### src/rtl/log2_seq_pkg.sv
// Shared types and sizing helpers for the sequential log2 engine.
// The result-width function lets benches and wrappers size their buses to match the engine.
package log2_pkg;

    typedef enum logic [1:0] {
        IDLE = 2'd0,
        NORM = 2'd1,
        ITER = 2'd2,
        DONE = 2'd3
    } log2_state_e;

    // Q(INT_W.FRAC_W) result width for a DATA_W-bit unsigned operand.
    function automatic int res_w(input int data_w, input int frac_w);
        return $clog2(data_w) + frac_w;
    endfunction

endpackage

### src/rtl/log2_seq_if.sv
// Valid/ready operand and result stream for the log2 engine.
// The engine takes the slave side; producers and consumers take the master side.
interface log2_seq_if
    import log2_pkg::*;
#(
    parameter int DATA_W = 16,
    parameter int FRAC_W = 8
);
    localparam int OUT_W = res_w(DATA_W, FRAC_W);

    logic              in_valid;
    logic              in_ready;
    logic [DATA_W-1:0] in_data;
    logic              out_valid;
    logic              out_ready;
    logic [OUT_W-1:0]  out_data;
    logic              out_err;

    modport slave (
        input  in_valid, in_data, out_ready,
        output in_ready, out_valid, out_data, out_err
    );

    modport master (
        output in_valid, in_data, out_ready,
        input  in_ready, out_valid, out_data, out_err
    );

endinterface

### src/rtl/log2_seq_msb_enc.sv
// Combinational priority encoder: index of the most significant set bit plus a zero flag.
// Index is 0 when the input is zero; callers must qualify it with o_zero.
module log2_msb_enc #(
    parameter int DATA_W = 16,
    parameter int INT_W  = $clog2(DATA_W)
) (
    input  logic [DATA_W-1:0] i_data,
    output logic [INT_W-1:0]  o_idx,
    output logic              o_zero
);

    always_comb begin
        o_idx = '0;
        // Ascending scan so the highest set bit wins.
        for (int i = 0; i < DATA_W; i++) begin
            if (i_data[i]) begin
                o_idx = INT_W'(i);
            end
        end
    end

    assign o_zero = ~|i_data;

endmodule

### src/rtl/log2_seq.sv
// Sequential unsigned log2: leading-one detect for the integer part, then repeated
// mantissa squaring producing one fractional bit per cycle, MSB first, truncated.
module log2_seq
    import log2_pkg::*;
#(
    parameter int DATA_W  = 16,
    parameter int FRAC_W  = 8,
    parameter int GUARD_W = 4
) (
    input  logic        clock,
    input  logic        reset_n,
    log2_seq_if.slave   bus
);

    localparam int INT_W  = $clog2(DATA_W);
    localparam int OUT_W  = res_w(DATA_W, FRAC_W);
    localparam int MANT_W = FRAC_W + GUARD_W;
    localparam int MW1    = MANT_W + 1;
    localparam int NW     = DATA_W + MANT_W;
    localparam int CNT_W  = (FRAC_W > 1) ? $clog2(FRAC_W) : 1;

    log2_state_e       r_state;
    log2_state_e       w_state_next;

    logic [DATA_W-1:0] r_x;
    logic [INT_W-1:0]  r_int;
    logic [FRAC_W-1:0] r_frac;
    logic [MW1-1:0]    r_mant;
    logic [CNT_W-1:0]  r_cnt;
    logic              r_err;
    logic              r_out_valid;
    logic [OUT_W-1:0]  r_out_data;
    logic              r_out_err;

    logic [INT_W-1:0]  w_idx;
    logic              w_zero;
    logic [INT_W-1:0]  w_shift;
    logic [NW-1:0]     w_norm_wide;
    logic [MW1-1:0]    w_mant_norm;
    logic [2*MW1-1:0]  w_sq;
    logic              w_sq_ge2;
    logic [MW1-1:0]    w_mant_next;

    log2_msb_enc #(
        .DATA_W (DATA_W),
        .INT_W  (INT_W)
    ) u_msb_enc (
        .i_data (r_x),
        .o_idx  (w_idx),
        .o_zero (w_zero)
    );

    // Left-justify X so its MSB lands on the mantissa's integer bit; zeros fill below.
    assign w_shift     = INT_W'(DATA_W - 1) - w_idx;
    assign w_norm_wide = {r_x, {MANT_W{1'b0}}} << w_shift;
    assign w_mant_norm = MW1'(w_norm_wide >> (DATA_W - 1));

    // M in [1,2) with MANT_W fraction bits, so M*M carries 2*MANT_W fraction bits.
    assign w_sq        = {{MW1{1'b0}}, r_mant} * {{MW1{1'b0}}, r_mant};
    assign w_sq_ge2    = w_sq[2*MANT_W+1];
    assign w_mant_next = w_sq_ge2 ? MW1'(w_sq >> (MANT_W + 1))
                                  : MW1'(w_sq >> MANT_W);

    always_ff @(posedge clock or negedge reset_n) begin
        if (!reset_n) begin
            r_state <= IDLE;
        end else begin
            r_state <= w_state_next;
        end
    end

    always_comb begin
        w_state_next = r_state;
        case (r_state)
            IDLE: if (bus.in_valid) w_state_next = NORM;
            NORM: w_state_next = w_zero ? DONE : ITER;
            ITER: if (r_cnt == '0) w_state_next = DONE;
            DONE: if (r_out_valid && bus.out_ready) w_state_next = IDLE;
            default: w_state_next = IDLE;
        endcase
    end

    always_ff @(posedge clock or negedge reset_n) begin
        if (!reset_n) begin
            r_x         <= '0;
            r_int       <= '0;
            r_frac      <= '0;
            r_mant      <= '0;
            r_cnt       <= '0;
            r_err       <= 1'b0;
            r_out_valid <= 1'b0;
            r_out_data  <= '0;
            r_out_err   <= 1'b0;
        end else begin
            case (r_state)
                IDLE: begin
                    if (bus.in_valid) begin
                        r_x <= bus.in_data;
                    end
                end
                NORM: begin
                    r_int  <= w_zero ? '0 : w_idx;
                    r_frac <= '0;
                    r_mant <= w_mant_norm;
                    r_cnt  <= CNT_W'(FRAC_W - 1);
                    r_err  <= w_zero;
                end
                ITER: begin
                    r_frac <= (r_frac << 1) | FRAC_W'(w_sq_ge2);
                    r_mant <= w_mant_next;
                    r_cnt  <= r_cnt - 1'b1;
                end
                DONE: begin
                    // Publish once on DONE entry, then hold until the consumer takes it.
                    if (!r_out_valid) begin
                        r_out_valid <= 1'b1;
                        r_out_data  <= {r_int, r_frac};
                        r_out_err   <= r_err;
                    end else if (bus.out_ready) begin
                        r_out_valid <= 1'b0;
                    end
                end
                default: ;
            endcase
        end
    end

    assign bus.in_ready  = (r_state == IDLE);
    assign bus.out_valid = r_out_valid;
    assign bus.out_data  = r_out_data;
    assign bus.out_err   = r_out_err;

endmodule

### src/flat_wrapper.sv
// flat-port wrapper written by rule: the top's interface ports become plain ports
module log2_seq_flat import log2_pkg::*;
#(
    parameter int DATA_W  = 16,
    parameter int FRAC_W  = 8,
    parameter int GUARD_W = 4
)
  (clock, reset_n, bus_in_valid, bus_in_data, bus_out_ready, bus_in_ready, bus_out_valid, bus_out_data, bus_out_err);
  log2_seq_if #(.DATA_W(DATA_W), .FRAC_W(FRAC_W)) bus_i ();
  input  logic clock;
  input  logic reset_n;
  input wire logic [$bits(bus_i.in_valid)-1:0] bus_in_valid;
  input wire logic [$bits(bus_i.in_data)-1:0] bus_in_data;
  input wire logic [$bits(bus_i.out_ready)-1:0] bus_out_ready;
  output wire logic [$bits(bus_i.in_ready)-1:0] bus_in_ready;
  output wire logic [$bits(bus_i.out_valid)-1:0] bus_out_valid;
  output wire logic [$bits(bus_i.out_data)-1:0] bus_out_data;
  output wire logic [$bits(bus_i.out_err)-1:0] bus_out_err;
  assign bus_i.in_valid = bus_in_valid;
  assign bus_i.in_data = bus_in_data;
  assign bus_i.out_ready = bus_out_ready;
  assign bus_in_ready = bus_i.in_ready;
  assign bus_out_valid = bus_i.out_valid;
  assign bus_out_data = bus_i.out_data;
  assign bus_out_err = bus_i.out_err;
  log2_seq #(.DATA_W(DATA_W), .FRAC_W(FRAC_W), .GUARD_W(GUARD_W)) u_core (.clock(clock), .reset_n(reset_n), .bus(bus_i));
endmodule
### config.mk
export PLATFORM = sky130hd
export DESIGN_NAME = log2_seq_flat
export DESIGN_NICKNAME = d
export VERILOG_FILES = /design/src/rtl/log2_seq_pkg.sv /design/src/rtl/log2_seq_if.sv /design/src/rtl/log2_seq_msb_enc.sv /design/src/rtl/log2_seq.sv /design/src/flat_wrapper.sv
export SDC_FILE = /design/constraint.sdc
export NUM_CORES = 1
export LEC_CHECK = 0
export BUFFER_PORTS_ARGS = -buffer_cell sky130_fd_sc_hd__buf_2
export CAP_MARGIN = 0
export CORE_UTILIZATION = 58
export DETAILED_ROUTE_END_ITERATION = 6
export HOLD_SLACK_MARGIN = 0.1
export PLACE_DENSITY_LB_ADDON = 0.2
export SLEW_MARGIN = 15
export SYNTH_ARGS = -nofsm -noshare
export SYNTH_HDL_FRONTEND = slang
export SYNTH_SLANG_ARGS = --single-unit
### constraint.sdc
create_clock -name clock -period 5.3 [get_ports clock]
set_input_delay 0.265 -clock clock [delete_from_list [all_inputs] [get_ports clock]]
set_output_delay 0.265 -clock clock [all_outputs]
set_load 0.05 [all_outputs]
---- Word level (Yosys, flattened, before mapping) ----
Index checks and enable logic that the tools add are counted.
storage, ports and cells
  register bits after elaboration ......... 61
  bits of input ports ..................... 20
  output and inout bits ................... 15
  logic and storage cells ................. 58
cells by class
  $add $sub $neg .......................... 2
  $mul .................................... 1
  eq/ne operators ......................... 6
  shift operators ......................... 1
  mux-type cells .......................... 27
  bitwise logic cells ..................... 2
  reductions and logical operators ........ 9
operators with widths
  cell                 number
  $mux 4               15
  $shl 28x4->28        1
  $mul 13x13->26       1
  $pmux 13 s2          1
  $pmux 8 s2           1
  $reduce_or 16->1     1
  $mux 13              1
  $or 8x1->8           1
  $pmux 2 s4           1
  $mux 2               3
  $pmux 3 s2           1
  $eq 2x2->1 const B   2
  $mux 1               4
  $ne 2x1->1 const B   2
  $reduce_and 2->1     2
  $sub 4x4->4 const A  1
  $logic_not 3->1      1
  $reduce_and 3->1     1
  $sub 3x1->3 const B  1
  $eq 2x1->1 const B   1
  $logic_not 2->1      1
  $ne 2x2->1 const B   1
  $reduce_bool 2->1    1
  $logic_and 1x1->1    1
  other kinds (2)      2

---- Logic depth before layout (Yosys ltp) ----
Gate-level depths: netlist (run 1).
  depth in word-level cells ............... 18
  depth in mapped cells ................... 26
  gate-level depth less buffers ........... 23

---- By module ----
A second synthesis (run 1) with hierarchy kept.
unflattened totals
  cells, all modules ...................... 887
  area total of the unflattened synthesis .. 8030.2 sq um
modules (own cells, without submodules)
  module        times used  cells each  area an instance (sq um)  seq. area each (sq um)
  log2_seq      1           858         7868.8                    1526.5
  log2_msb_enc  1           29          161.4                     0.0

---- Least setup slack after synthesis (run 1) ----
Ideal clock, no wire load.
  path kind ............................... reg2reg
  from .................................... register u_core.r_mant[5]
  to ...................................... register u_core.r_mant[11]
  library setup time ...................... 0.076 ns
  data arrival time ....................... 5.659 ns
  setup slack ............................. -0.436 ns
  cell stages (with the launch flop) ...... 26
  buffers on the path ..................... 2
  period minus slack after synthesis ...... 5.736 ns
  cells stage by stage .................... dfrtp_1 > clkbuf_1 > inv_1 > nor2_1 > inv_1 > fa_1 > inv_1 > fa_1 > inv_1 > fa_1 > inv_1 > fa_1 > inv_1 > fa_1 > inv_1 > ha_1 > buf_6 > a21o_1 > a21o_1 > a21oi_2 > o211ai_1 > o41ai_4 > o21bai_4 > a32o_1 > a221o_1 > o21ai_1
between the ends
  longest elaborated chain between the ends .. 3
ends and longest elaborated chain
  element                 line             source
  start, declared         log2_seq.sv:28   logic [MW1-1:0] r_mant;
  start signal, assigned  log2_seq.sv:104  r_mant <= w_mant_norm;
  start signal, assigned  log2_seq.sv:110  r_mant <= w_mant_next;
  $mul 13x13->26          log2_seq.sv:59   assign w_sq = {{MW1{1'b0}}, r_mant} * {{MW1{1'b0}}, r_mant};
  $mux 13                 log2_seq.sv:61   assign w_mant_next = w_sq_ge2 ? MW1'(w_sq >> (MANT_W + 1))
  $pmux 13 s2             log2_seq.sv:95   case (r_state)
No other way between the ends.
A chain may end at the register's enable or synchronous reset.

---- Worst setup path in the final report (run 1) ----
  from .................................... register u_core.r_mant[6]
  to ...................................... register u_core.r_mant[10]
Same word-level chain as after synthesis.

==> flow_summary_export.csv, run 1 <==
group,metric,value,unit
clock_tree,root_buffer,"clkbuf_16",
final_layout,final_core_util,0.7507,
global_route,use_met1,0.3553,
routing,ant_nets,0,
timing,drv_slew,0,
clock_tree,cts_buffer_depth,2,
logic_synthesis,async_flop_share,1.000,
logic_synthesis,synth_edf_count,0,
routing,via_per_inst,5.466,
logic_synthesis,yosys.cell_types.count,75,
global_route,grt_pass1_wl,31320,µm
logic_synthesis,syn_inst,913,
routing,drt_wl_total,19000,µm
timing,clock_skew,0.008135,ns
timing,setup_ws,-0.3494,ns
timing,worst_slew_pin_slew,1.099,ns
routing,drc_errors,0,
logic_synthesis,syn_avg_cell_area,8.860,µm²
clock_tree,cts_tree,"done",
global_route,use_met2,0.4731,
timing,fmax,177.0,MHz
clock_tree,cts_buffers,9,
global_route,antenna_found_initial,0,
outcome,status,"finished, violations left",
timing,fin_crit_sh,1.066,
placed_design,gp_congestion,0.9004,
clock_tree,cts_sinks,61,
clock_tree,worstSkewPairLatency,0.33,ns
critical_path,worstRegToRegCells,19,
die,core_area,13400,µm²
outcome,violations,"negative setup slack",
critical_path,worstReg2RegStart,"u_core.r_mant[6]$_DFFE_PN0P_",
logic_synthesis,synth.ff_latch_count,61,
global_route,use_met3,0.03707,
global_route,top_usage_layer,"met2",
die,die-area,14420,µm²
timing,slew_headroom,0.2674,
final_layout,final_common_cell,"inv_1",
critical_path,worstSetupEndpointType,"register",
routing,first_pass_iters,5,
die,fp.dieH,120.1,µm
timing,rsz0062_at_grt,"true",
global_route,grt_max_degree,62,
timing,period_needed,5.649,ns
die,rows,42,
clock_tree,htree_levels,3,
die,initial_core_util,0.6036,
clock_tree,path_clk_slew,0.06,ns
logic_synthesis,ys_warn_count,0,
final_layout,drive_above_1_share,0.2944,
final_layout,antenna_cells,0,
critical_path,cp-start-kind,"register",
routing,routedWlPerCell,15.46,µm
placed_design,dp_slack,-0.5410,ns
critical_path,regToRegEndpoint,"u_core.r_mant[10]$_DFFE_PN0P_",
routing,via_count,6718,
global_route,grt_overflow,0,
logic_synthesis,ys.flop_type,"dfrtp_1",
min_path,hold_path.class,"in2async",
run,drv_cap,0,
final_layout,syn2layout_area_growth,24.36,%
critical_path,regToRegSetupSlack,-0.35,ns
global_route,grt_pass1_vias,6769,
die,die_x,120.1,µm
critical_path,arrival,5.86,ns
logic_synthesis,syn_area,8089,µm²
global_route,grt_usage,0.2735,
critical_path,required,5.51,ns
timing,finalHoldViolations,0,
die,io_pins,35,
final_layout,mostFrequentLayoutCells,"198 x inv_1, 115 x buf_4, 87 x fa_1",
timing,setup_viol,13,
final_layout,nFillCells,972,
logic_synthesis,synth_nets,1101,
critical_path,cp_max_fo,6,
placed_design,portBuffers,34,
placed_design,dpl.hpwl,14260,µm
critical_path,worst-setup-path-type,"reg2reg",
final_layout,num-nets-final,1236,
routing,drt_iter0_markers,421,
logic_synthesis,yosysSeqAreaShare,0.1887,
-- per-layer routing --
layer  wire, µm  share of wire
met3        828          0.044
met5          0              0
met1       8058           0.42
met2       9599           0.51
met4        517          0.027
-- cells in the mapped netlist (all sizes together) (2+ instances only) --
master | count | share of area
and3 | 2 | 0.0015
xor2 | 4 | 0.0043
nand2b | 7 | 0.0057
o21a | 3 | 0.0028
dfrtp | 61 | 0.19
or2 | 4 | 0.0031
a31oi | 7 | 0.0073
nor2b | 5 | 0.0039
o31ai | 5 | 0.0046
o32ai | 3 | 0.0032
buf | 12 | 0.0097
and2 | 24 | 0.019
or3 | 2 | 0.0015
mux2i | 17 | 0.021
nor3 | 18 | 0.014
xnor2 | 16 | 0.017
o21ai | 33 | 0.022
o22ai | 4 | 0.0039
nand4 | 4 | 0.0031
o211ai | 7 | 0.0065
a22oi | 5 | 0.0046
nand3 | 13 | 0.0080
fa | 94 | 0.23
a21oi | 33 | 0.021
a221o | 3 | 0.0037
o21bai | 3 | 0.0042
a32o | 2 | 0.0025
ha | 74 | 0.11
a211o | 4 | 0.0045
nand2 | 79 | 0.038
clkbuf | 25 | 0.012
o2111ai | 2 | 0.0022
a221oi | 2 | 0.0022
a211oi | 8 | 0.0074
inv | 215 | 0.10
nor4 | 9 | 0.0077
a21o | 6 | 0.0056
nor2 | 51 | 0.024
mux2 | 28 | 0.039
-- layout make-up --
type	instances	area (µm²)	share of cell area
repair buffers	161	1204	0.1197
clock inverters	6	87.58	0.008707
well taps	176	220.2	0.02189
multi-input cells	599	5964	0.5929
clock buffers	10	229.0	0.02276
flip-flops and latches	61	1539	0.1530
inverters	216	815.8	0.08109
-- what timing repair did --
item,4_1_cts,5_1_grt
hold endpoints to repair,0,0
setup buffers,19,8
hold buffers,0,0
endpoints found under the setup margin,14,14
pin swaps,46,44
gates resized for setup,50,45
gates cloned,0,1
-- cells by family (layout without fill, tap and decap cells) --
kind of cell / count (synthesis) / count (layout) / synth area share
compound gates: 142 / 142 / 0.1242
mux: 46 / 46 / 0.06326
flops: 61 / 61 / 0.1887
fa+ha+maj: 168 / 168 / 0.3471
xor+xnor: 20 / 20 / 0.02165
simple gates: 223 / 223 / 0.1335
buf+inv: 253 / 393 / 0.1216
-- metrics by stage --
| stage | std cells | cell area [µm²] | setup TNS, ns | hold WS, ns |
|---|---|---|---|---|
| 2_1_floorplan | 913 | 8208 | -0.8993 | -0.03059 |
| 3_3_place_gp | 1187 | 9123 | -4.451 | 0.4534 |
| 3_5_place_dp | 1187 | 9123 | -5.335 | 0.4655 |
| 4_1_cts | 1222 | 9806 | -2.820 | 0.1307 |
| 5_1_grt | 1229 | 10060 | -5.530 | 0.1557 |
| 6_report | 1229 | 10060 | -3.201 | 0.09345 |
-- worst max path at each step --
stage,endpoint,start,slack (ns),depth (start not counted)
3_3_place_gp,u_core.r_mant[11]$_DFFE_PN0P_,u_core.r_mant[10]$_DFFE_PN0P_,-0.48,20
4_1_cts,u_core.r_mant[11]$_DFFE_PN0P_,u_core.r_mant[4]$_DFFE_PN0P_,-0.31,20
5_1_grt,u_core.r_mant[10]$_DFFE_PN0P_,u_core.r_mant[6]$_DFFE_PN0P_,-0.52,19
2_1_floorplan,u_core.r_mant[11]$_DFFE_PN0P_,u_core.r_mant[10]$_DFFE_PN0P_,-0.34,23
3_5_place_dp,u_core.r_mant[9]$_DFFE_PN0P_,u_core.r_mant[7]$_DFFE_PN0P_,-0.54,21
6_report,u_core.r_mant[10]$_DFFE_PN0P_,u_core.r_mant[6]$_DFFE_PN0P_,-0.35,19
-- sequential cells by signal, summed over array words and instances (netlist names) --
| signal | count |
|---|---|
| u_core.r_x | 16 |
| u_core.r_mant | 13 |
| u_core.bus.out_data | 12 |
| u_core.r_frac | 8 |
| u_core.r_int | 4 |
| u_core.r_cnt | 3 |
| u_core.r_state | 2 |
| u_core.bus.out_err | 1 |
| u_core.bus.out_valid | 1 |
| u_core.r_err | 1 |
-- worst max-delay path, cell delays in order (launching register included) --
cell and delay [ns]:
dfrtp_2 0.46, buf_6 0.16, and2_4 0.14, fa_1 0.50, fa_2 0.59, fa_1 0.40
inv_1 0.08, fa_1 0.43, fa_1 0.49, inv_1 0.04, ha_1 0.28, o21a_1 0.18
o211ai_1 0.30, o2bb2ai_2 0.22, nor3_4 0.11, o41ai_4 0.40, buf_4 0.22, xnor2_4 0.12
a211oi_2 0.10, a221o_1 0.30
Power of run 1 is not shown: default switching activity piles up to over one toggle a cycle in this logic, so the estimate is an artifact.
==> run 2, diff against run 1 <==
- CORE_UTILIZATION: 58 -> 60
- SETUP_SLACK_MARGIN: not set -> 0.4
- clock period: 5.3 -> 6.9 ns (I/O delays scaled with it)
==> run 2 against run 1 <==
  * The flow now finishes without violations
  * Hold slack better by 0.073 ns
  * Register-to-register slack better by 1.1 ns
  * Design area down 13%
  * Clock skew up 0.0015 ns
  * Count of clock-buffer cells in the layout stayed put
  * Wire length is 15% lower
  * Sequential share of layout area is 2.3 points higher
  * Maximum frequency shrank 7.7%
  * First-iteration DRC count decreased by 14%
  * Final cell count shrank 9.6%
  * Critical endpoint is now u_core.r_mant[4]$_DFFE_PN0P_
==> flow_summary_export.csv, run 2 (synthesis gave the netlist of run 1 again) <==
group,metric,value,unit
final_layout,antenna_cells,0,
clock_tree,cts_buffers,9,
routing,ant_nets,0,
die,core_area,13190,µm²
die,fp.dieH,118.1,µm
final_layout,drive_above_1_share,0.1209,
timing,setup_viol,0,
final_layout,num-nets-final,1118,
run,drv_cap,0,
routing,drt_iter0_markers,361,
routing,drt_wl_total,16230,µm
final_layout,mostFrequentLayoutCells,"215 x inv_1, 94 x fa_1, 78 x nand2_1",
final_layout,top_register,"u_core.r_x",
global_route,grt_pass1_vias,6191,
global_route,use_met3,0.03198,
critical_path,required,7.11,ns
global_route,use_met1,0.3449,
global_route,grt_usage,0.2505,
routing,drc_errors,0,
final_layout,largest_reg_flops,16,
routing,routedWlPerCell,14.60,µm
global_route,grt_overflow,0,
final_layout,instances_no_fill,1111,
min_path,hold_path.class,"in2async",
critical_path,crit_path_top_delay_cell,"fa_1",
clock_tree,cts_buffer_depth,2,
critical_path,critPathMaxStageDelay,0.52,ns
global_route,top_usage_layer,"met2",
critical_path,worstSetupEndpointType,"register",
final_layout,stdcell_area,8731,µm²
outcome,status,"finished, final reports clean",
timing,tns,0,ns
clock_tree,cts_tree,"done",
die,rows,42,
timing,fmax,163.3,MHz
routing,first_pass_iters,4,
clock_tree,root_buffer,"clkbuf_16",
critical_path,worst-setup-path-type,"reg2reg",
final_layout,final_common_cell,"inv_1",
final_layout,final_core_util,0.6619,
clock_tree,hold_buffers,0,
clock_tree,path_clk_slew,0.06,ns
routing,via_count,6012,
timing,drv_slew,0,
critical_path,arrival,6.33,ns
timing,period_needed,6.123,ns
global_route,grt_pass1_wl,28450,µm
die,initial_core_util,0.6133,
timing,rsz0062_at_grt,"false",
timing,slew_headroom,0.3458,
global_route,antenna_found_initial,0,
critical_path,cp_max_fo,23,
final_layout,syn2layout_area_growth,7.935,%
clock_tree,cts_sinks,61,
global_route,grt_max_degree,62,
critical_path,worstRegToRegCells,23,
timing,clock_skew,0.009660,ns
clock_tree,worstSkewPairLatency,0.34,ns
die,io_pins,35,
routing,via_per_inst,5.411,
timing,fin_crit_sh,0.8873,
timing,worst_slew_pin_slew,0.9723,ns
critical_path,worstReg2RegStart,"u_core.r_mant[9]$_DFFE_PN0P_",
timing,finalHoldViolations,0,
critical_path,cp-start-kind,"register",
placed_design,placed_cells,1091,
critical_path,crit_path_cell_trace,"inv_1 > nor2_1 > inv_1 > fa_1 > inv_1 > fa_1 > inv_1 > fa_1 > inv_1 > fa_1 > inv_1 > fa_1 > inv_1 > ha_1 > a21o_1 > a21o_1 > a21oi_2 > o211ai_1 > o21ai_2 > nand2_4 > mux2_4 > a221oi_1 > a21oi_1",
die,die-area,13950,µm²
critical_path,regToRegSetupSlack,0.78,ns
clock_tree,htree_levels,3,
placed_design,dpl_cell_area,8344,µm²
placed_design,dpl.hpwl,12960,µm
placed_design,gp_congestion,0.9359,
placed_design,portBuffers,34,
die,die_x,118.1,µm
critical_path,regToRegEndpoint,"u_core.r_mant[4]$_DFFE_PN0P_",
global_route,use_met2,0.4228,
final_layout,nFillCells,1142,
critical_path,crit_top_cell,"inv_1",
-- run 2: cell types whose count changed in the layout (fill, tap and decap cells not counted), sizes merged --
| cell | delta |
|---|---|
| bufinv | +1 |
| clkinv | -2 |
| buf | -117 |
| clkbuf | -1 |
| clkinvlp | +1 |
-- run 2: metrics by stage --
stage               setup slack (ns)  hold slack, ns
floorplan                      1.164         0.04941
global placement              0.7462          0.4529
detailed placement            0.6313          0.4593
CTS                           0.5800          0.1957
global route                  0.4425          0.2281
finish                        0.7773          0.1663
-- run 2: worst max-delay path by stage --
stage | from | to | slack (ns) | depth (start not counted)
floorplan | u_core.r_mant[5]$_DFFE_PN0P_ | u_core.r_mant[11]$_DFFE_PN0P_ | 1.16 | 25
global route | u_core.r_mant[9]$_DFFE_PN0P_ | u_core.r_mant[4]$_DFFE_PN0P_ | 0.44 | 23
detailed placement | u_core.r_mant[5]$_DFFE_PN0P_ | u_core.r_mant[4]$_DFFE_PN0P_ | 0.63 | 23
global placement | u_core.r_mant[5]$_DFFE_PN0P_ | u_core.r_mant[4]$_DFFE_PN0P_ | 0.75 | 23
CTS | u_core.r_mant[5]$_DFFE_PN0P_ | u_core.r_mant[4]$_DFFE_PN0P_ | 0.58 | 23
finish | u_core.r_mant[9]$_DFFE_PN0P_ | u_core.r_mant[4]$_DFFE_PN0P_ | 0.78 | 23
-- run 2: repair_timing --
item,in CTS,in global routing
buffers inserted,0,4
endpoints found under the setup margin,0,5
resized for setup,0,6
-- run 2: layout make-up --
cell class | count | area, µm² | share of cell area
Multi-Input combinational cell | 599 | 5589 | 0.6402
Clock buffer | 10 | 229.0 | 0.02623
Timing Repair Buffer | 43 | 237.7 | 0.02723
Tap cell | 176 | 220.2 | 0.02522
Clock inverter | 6 | 111.4 | 0.01275
Sequential cell | 61 | 1533 | 0.1756
Inverter | 216 | 810.8 | 0.09286
-- run 2: routing by layer --
metal,wire (µm),up-vias
li1,-,2957
met1,7596,2941
met2,7939,93
met3,491,21
met4,197,0
met5,0,-
-- run 2: critical path: cells and delay by family, from the launching register on --
family | cells | cell delay [ns]
fa+ha+maj | 6 | 2.81
compound gates | 7 | 1.41
buf+inv | 7 | 0.50
flops | 1 | 0.46
simple gates | 2 | 0.45
mux | 1 | 0.36
Power of run 2 is left out for the same reason.
==> run 3, diff against run 2 <==
- CTS_BUF_LIST: not set -> sky130_fd_sc_hd__clkbuf_8
==> run 3 against run 2 <==
  * Sequential cell count is the same
  * Non-clock buffer count is 1 lower
  * Setup slack worse by 0.017 ns
  * Core utilization decreased by 0.86 points
  * First-iteration DRC count fell by 0.55%
  * Clock skew rose by 0.0051 ns
  * Largest cell class unchanged
==> flow_summary_export.csv, run 3 (synthesis gave the netlist of run 1 again) <==
group,metric,value,unit
final_layout,largest_reg_flops,16,
routing,drt_wl_total,16010,µm
final_layout,nFillCells,1154,
die,rows,42,
critical_path,cp_max_fo,23,
die,io_pins,35,
clock_tree,htree_levels,3,
timing,setup_viol,0,
final_layout,antenna_cells,0,
critical_path,worstSetupEndpointType,"register",
timing,tns,0,ns
run,drv_cap,0,
critical_path,required,7.13,ns
clock_tree,hold_buffers,0,
critical_path,arrival,6.37,ns
routing,drt_iter0_markers,359,
die,initial_core_util,0.6133,
outcome,status,"finished, final reports clean",
global_route,grt_overflow,0,
global_route,grt_max_degree,62,
clock_tree,root_buffer,"clkbuf_8",
critical_path,crit_path_top_delay_cell,"fa_1",
routing,via_count,6005,
final_layout,mostFrequentLayoutCells,"216 x inv_1, 94 x fa_1, 78 x nand2_1",
clock_tree,cts_sinks,61,
routing,ant_nets,0,
final_layout,syn2layout_area_growth,6.527,%
final_layout,num-nets-final,1117,
critical_path,crit_top_cell,"inv_1",
routing,routedWlPerCell,14.42,µm
clock_tree,cts_buffers,9,
timing,clock_skew,0.01479,ns
routing,first_pass_iters,5,
final_layout,drive_above_1_share,0.1210,
die,fp.dieH,118.1,µm
timing,worst_slew_pin_slew,0.9866,ns
timing,finalHoldViolations,0,
routing,via_per_inst,5.410,
die,core_area,13190,µm²
die,die-area,13950,µm²
placed_design,portBuffers,34,
timing,fmax,162.9,MHz
critical_path,regToRegEndpoint,"u_core.r_mant[4]$_DFFE_PN0P_",
timing,rsz0062_at_grt,"false",
clock_tree,cts_buffer_depth,2,
final_layout,top_register,"u_core.r_x",
critical_path,worstReg2RegStart,"u_core.r_mant[9]$_DFFE_PN0P_",
critical_path,critPathMaxStageDelay,0.52,ns
global_route,grt_usage,0.2456,
timing,slew_headroom,0.3362,
critical_path,cp-start-kind,"register",
clock_tree,cts_tree,"done",
clock_tree,worstSkewPairLatency,0.36,ns
routing,drc_errors,0,
timing,fin_crit_sh,0.8898,
global_route,grt_pass1_vias,6142,
die,die_x,118.1,µm
global_route,grt_pass1_wl,28030,µm
final_layout,final_common_cell,"inv_1",
placed_design,dpl.hpwl,12960,µm
placed_design,gp_congestion,0.9359,
critical_path,path_buf_inv,7,
timing,drv_slew,0,
clock_tree,path_clk_slew,0.08,ns
critical_path,regToRegSetupSlack,0.76,ns
min_path,hold_path.class,"in2async",
global_route,antenna_found_initial,0,
critical_path,path_delay_family,"adder cells",
critical_path,crit_path_cell_trace,"inv_1 > nor2_1 > inv_1 > fa_1 > inv_1 > fa_1 > inv_1 > fa_1 > inv_1 > fa_1 > inv_1 > fa_1 > inv_1 > ha_1 > a21o_1 > a21o_1 > a21oi_2 > o211ai_1 > o21ai_2 > nand2_4 > mux2_4 > a221oi_1 > a21oi_1",
critical_path,worst-setup-path-type,"reg2reg",
critical_path,worstRegToRegCells,23,
timing,period_needed,6.140,ns
run 3: cell type report:
class,instances,area [µm²],share of cell area
clock buffers,9,123.9,0.01437
clock inverters,7,115.1,0.01336
inverters,216,810.8,0.09409
multi-input cells,599,5583,0.6479
flip-flops and latches,61,1534,0.1780
well taps,176,220.2,0.02556
repair buffers,42,230.2,0.02672
run 3: per-stage QoR:
step | std cells | utilization | area (µm²) | setup WS, ns | hold slack, ns
floorplan | 913 | - | 8089 | 1.164 | 0.04941
global route | 1110 | 0.6533 | 8617 | 0.4002 | 0.2025
CTS | 1107 | 0.6507 | 8583 | 0.6055 | 0.1627
finish | 1110 | 0.6533 | 8617 | 0.7602 | 0.1431
detailed placement | 1091 | 0.6326 | 8344 | 0.6313 | 0.4593
global placement | 1091 | 0.6326 | 8344 | 0.7462 | 0.4529
run 3: worst reg2reg max path: stages, from the launching register on:
cell,delay (ns)
dfrtp_2,0.47
inv_1,0.17
nor2_1,0.23
inv_1,0.08
fa_1,0.49
inv_1,0.06
fa_1,0.52
inv_1,0.05
fa_1,0.48
inv_1,0.05
fa_1,0.47
inv_1,0.05
fa_1,0.48
inv_1,0.04
ha_1,0.38
a21o_1,0.19
a21o_1,0.20
a21oi_2,0.13
o211ai_1,0.23
o21ai_2,0.32
nand2_4,0.23
mux2_4,0.36
a221oi_1,0.28
a21oi_1,0.06
run 3: what timing repair did:
| item | CTS | global route |
|---|---|---|
| resized for setup | 0 | 6 |
| setup buffers | 0 | 3 |
| endpoints found under the setup margin | 0 | 5 |
run 3: routing by layer:
| metal | track usage | vias up | part of all wire |
|---|---|---|---|
| li1 | - | 2955 | - |
| met1 | 0.3445 | 2945 | 0.48 |
| met2 | 0.4096 | 82 | 0.49 |
| met3 | 0.02762 | 23 | 0.024 |
| met4 | 0.05449 | 0 | 0.013 |
| met5 | 0 | - | 0 |
run 3: worst max-delay path by stage:
| stage | from | endpoint | slack, ns | cells after the start |
|---|---|---|---|---|
| 5_1_grt | u_core.r_mant[9]$_DFFE_PN0P_ | u_core.r_mant[4]$_DFFE_PN0P_ | 0.40 | 22 |
| 4_1_cts | u_core.r_mant[5]$_DFFE_PN0P_ | u_core.r_mant[4]$_DFFE_PN0P_ | 0.61 | 23 |
| 3_3_place_gp | u_core.r_mant[5]$_DFFE_PN0P_ | u_core.r_mant[4]$_DFFE_PN0P_ | 0.75 | 23 |
| 6_report | u_core.r_mant[9]$_DFFE_PN0P_ | u_core.r_mant[4]$_DFFE_PN0P_ | 0.76 | 23 |
| 2_1_floorplan | u_core.r_mant[5]$_DFFE_PN0P_ | u_core.r_mant[11]$_DFFE_PN0P_ | 1.16 | 25 |
| 3_5_place_dp | u_core.r_mant[5]$_DFFE_PN0P_ | u_core.r_mant[4]$_DFFE_PN0P_ | 0.63 | 23 |
Power of run 3 is left out for the same reason.
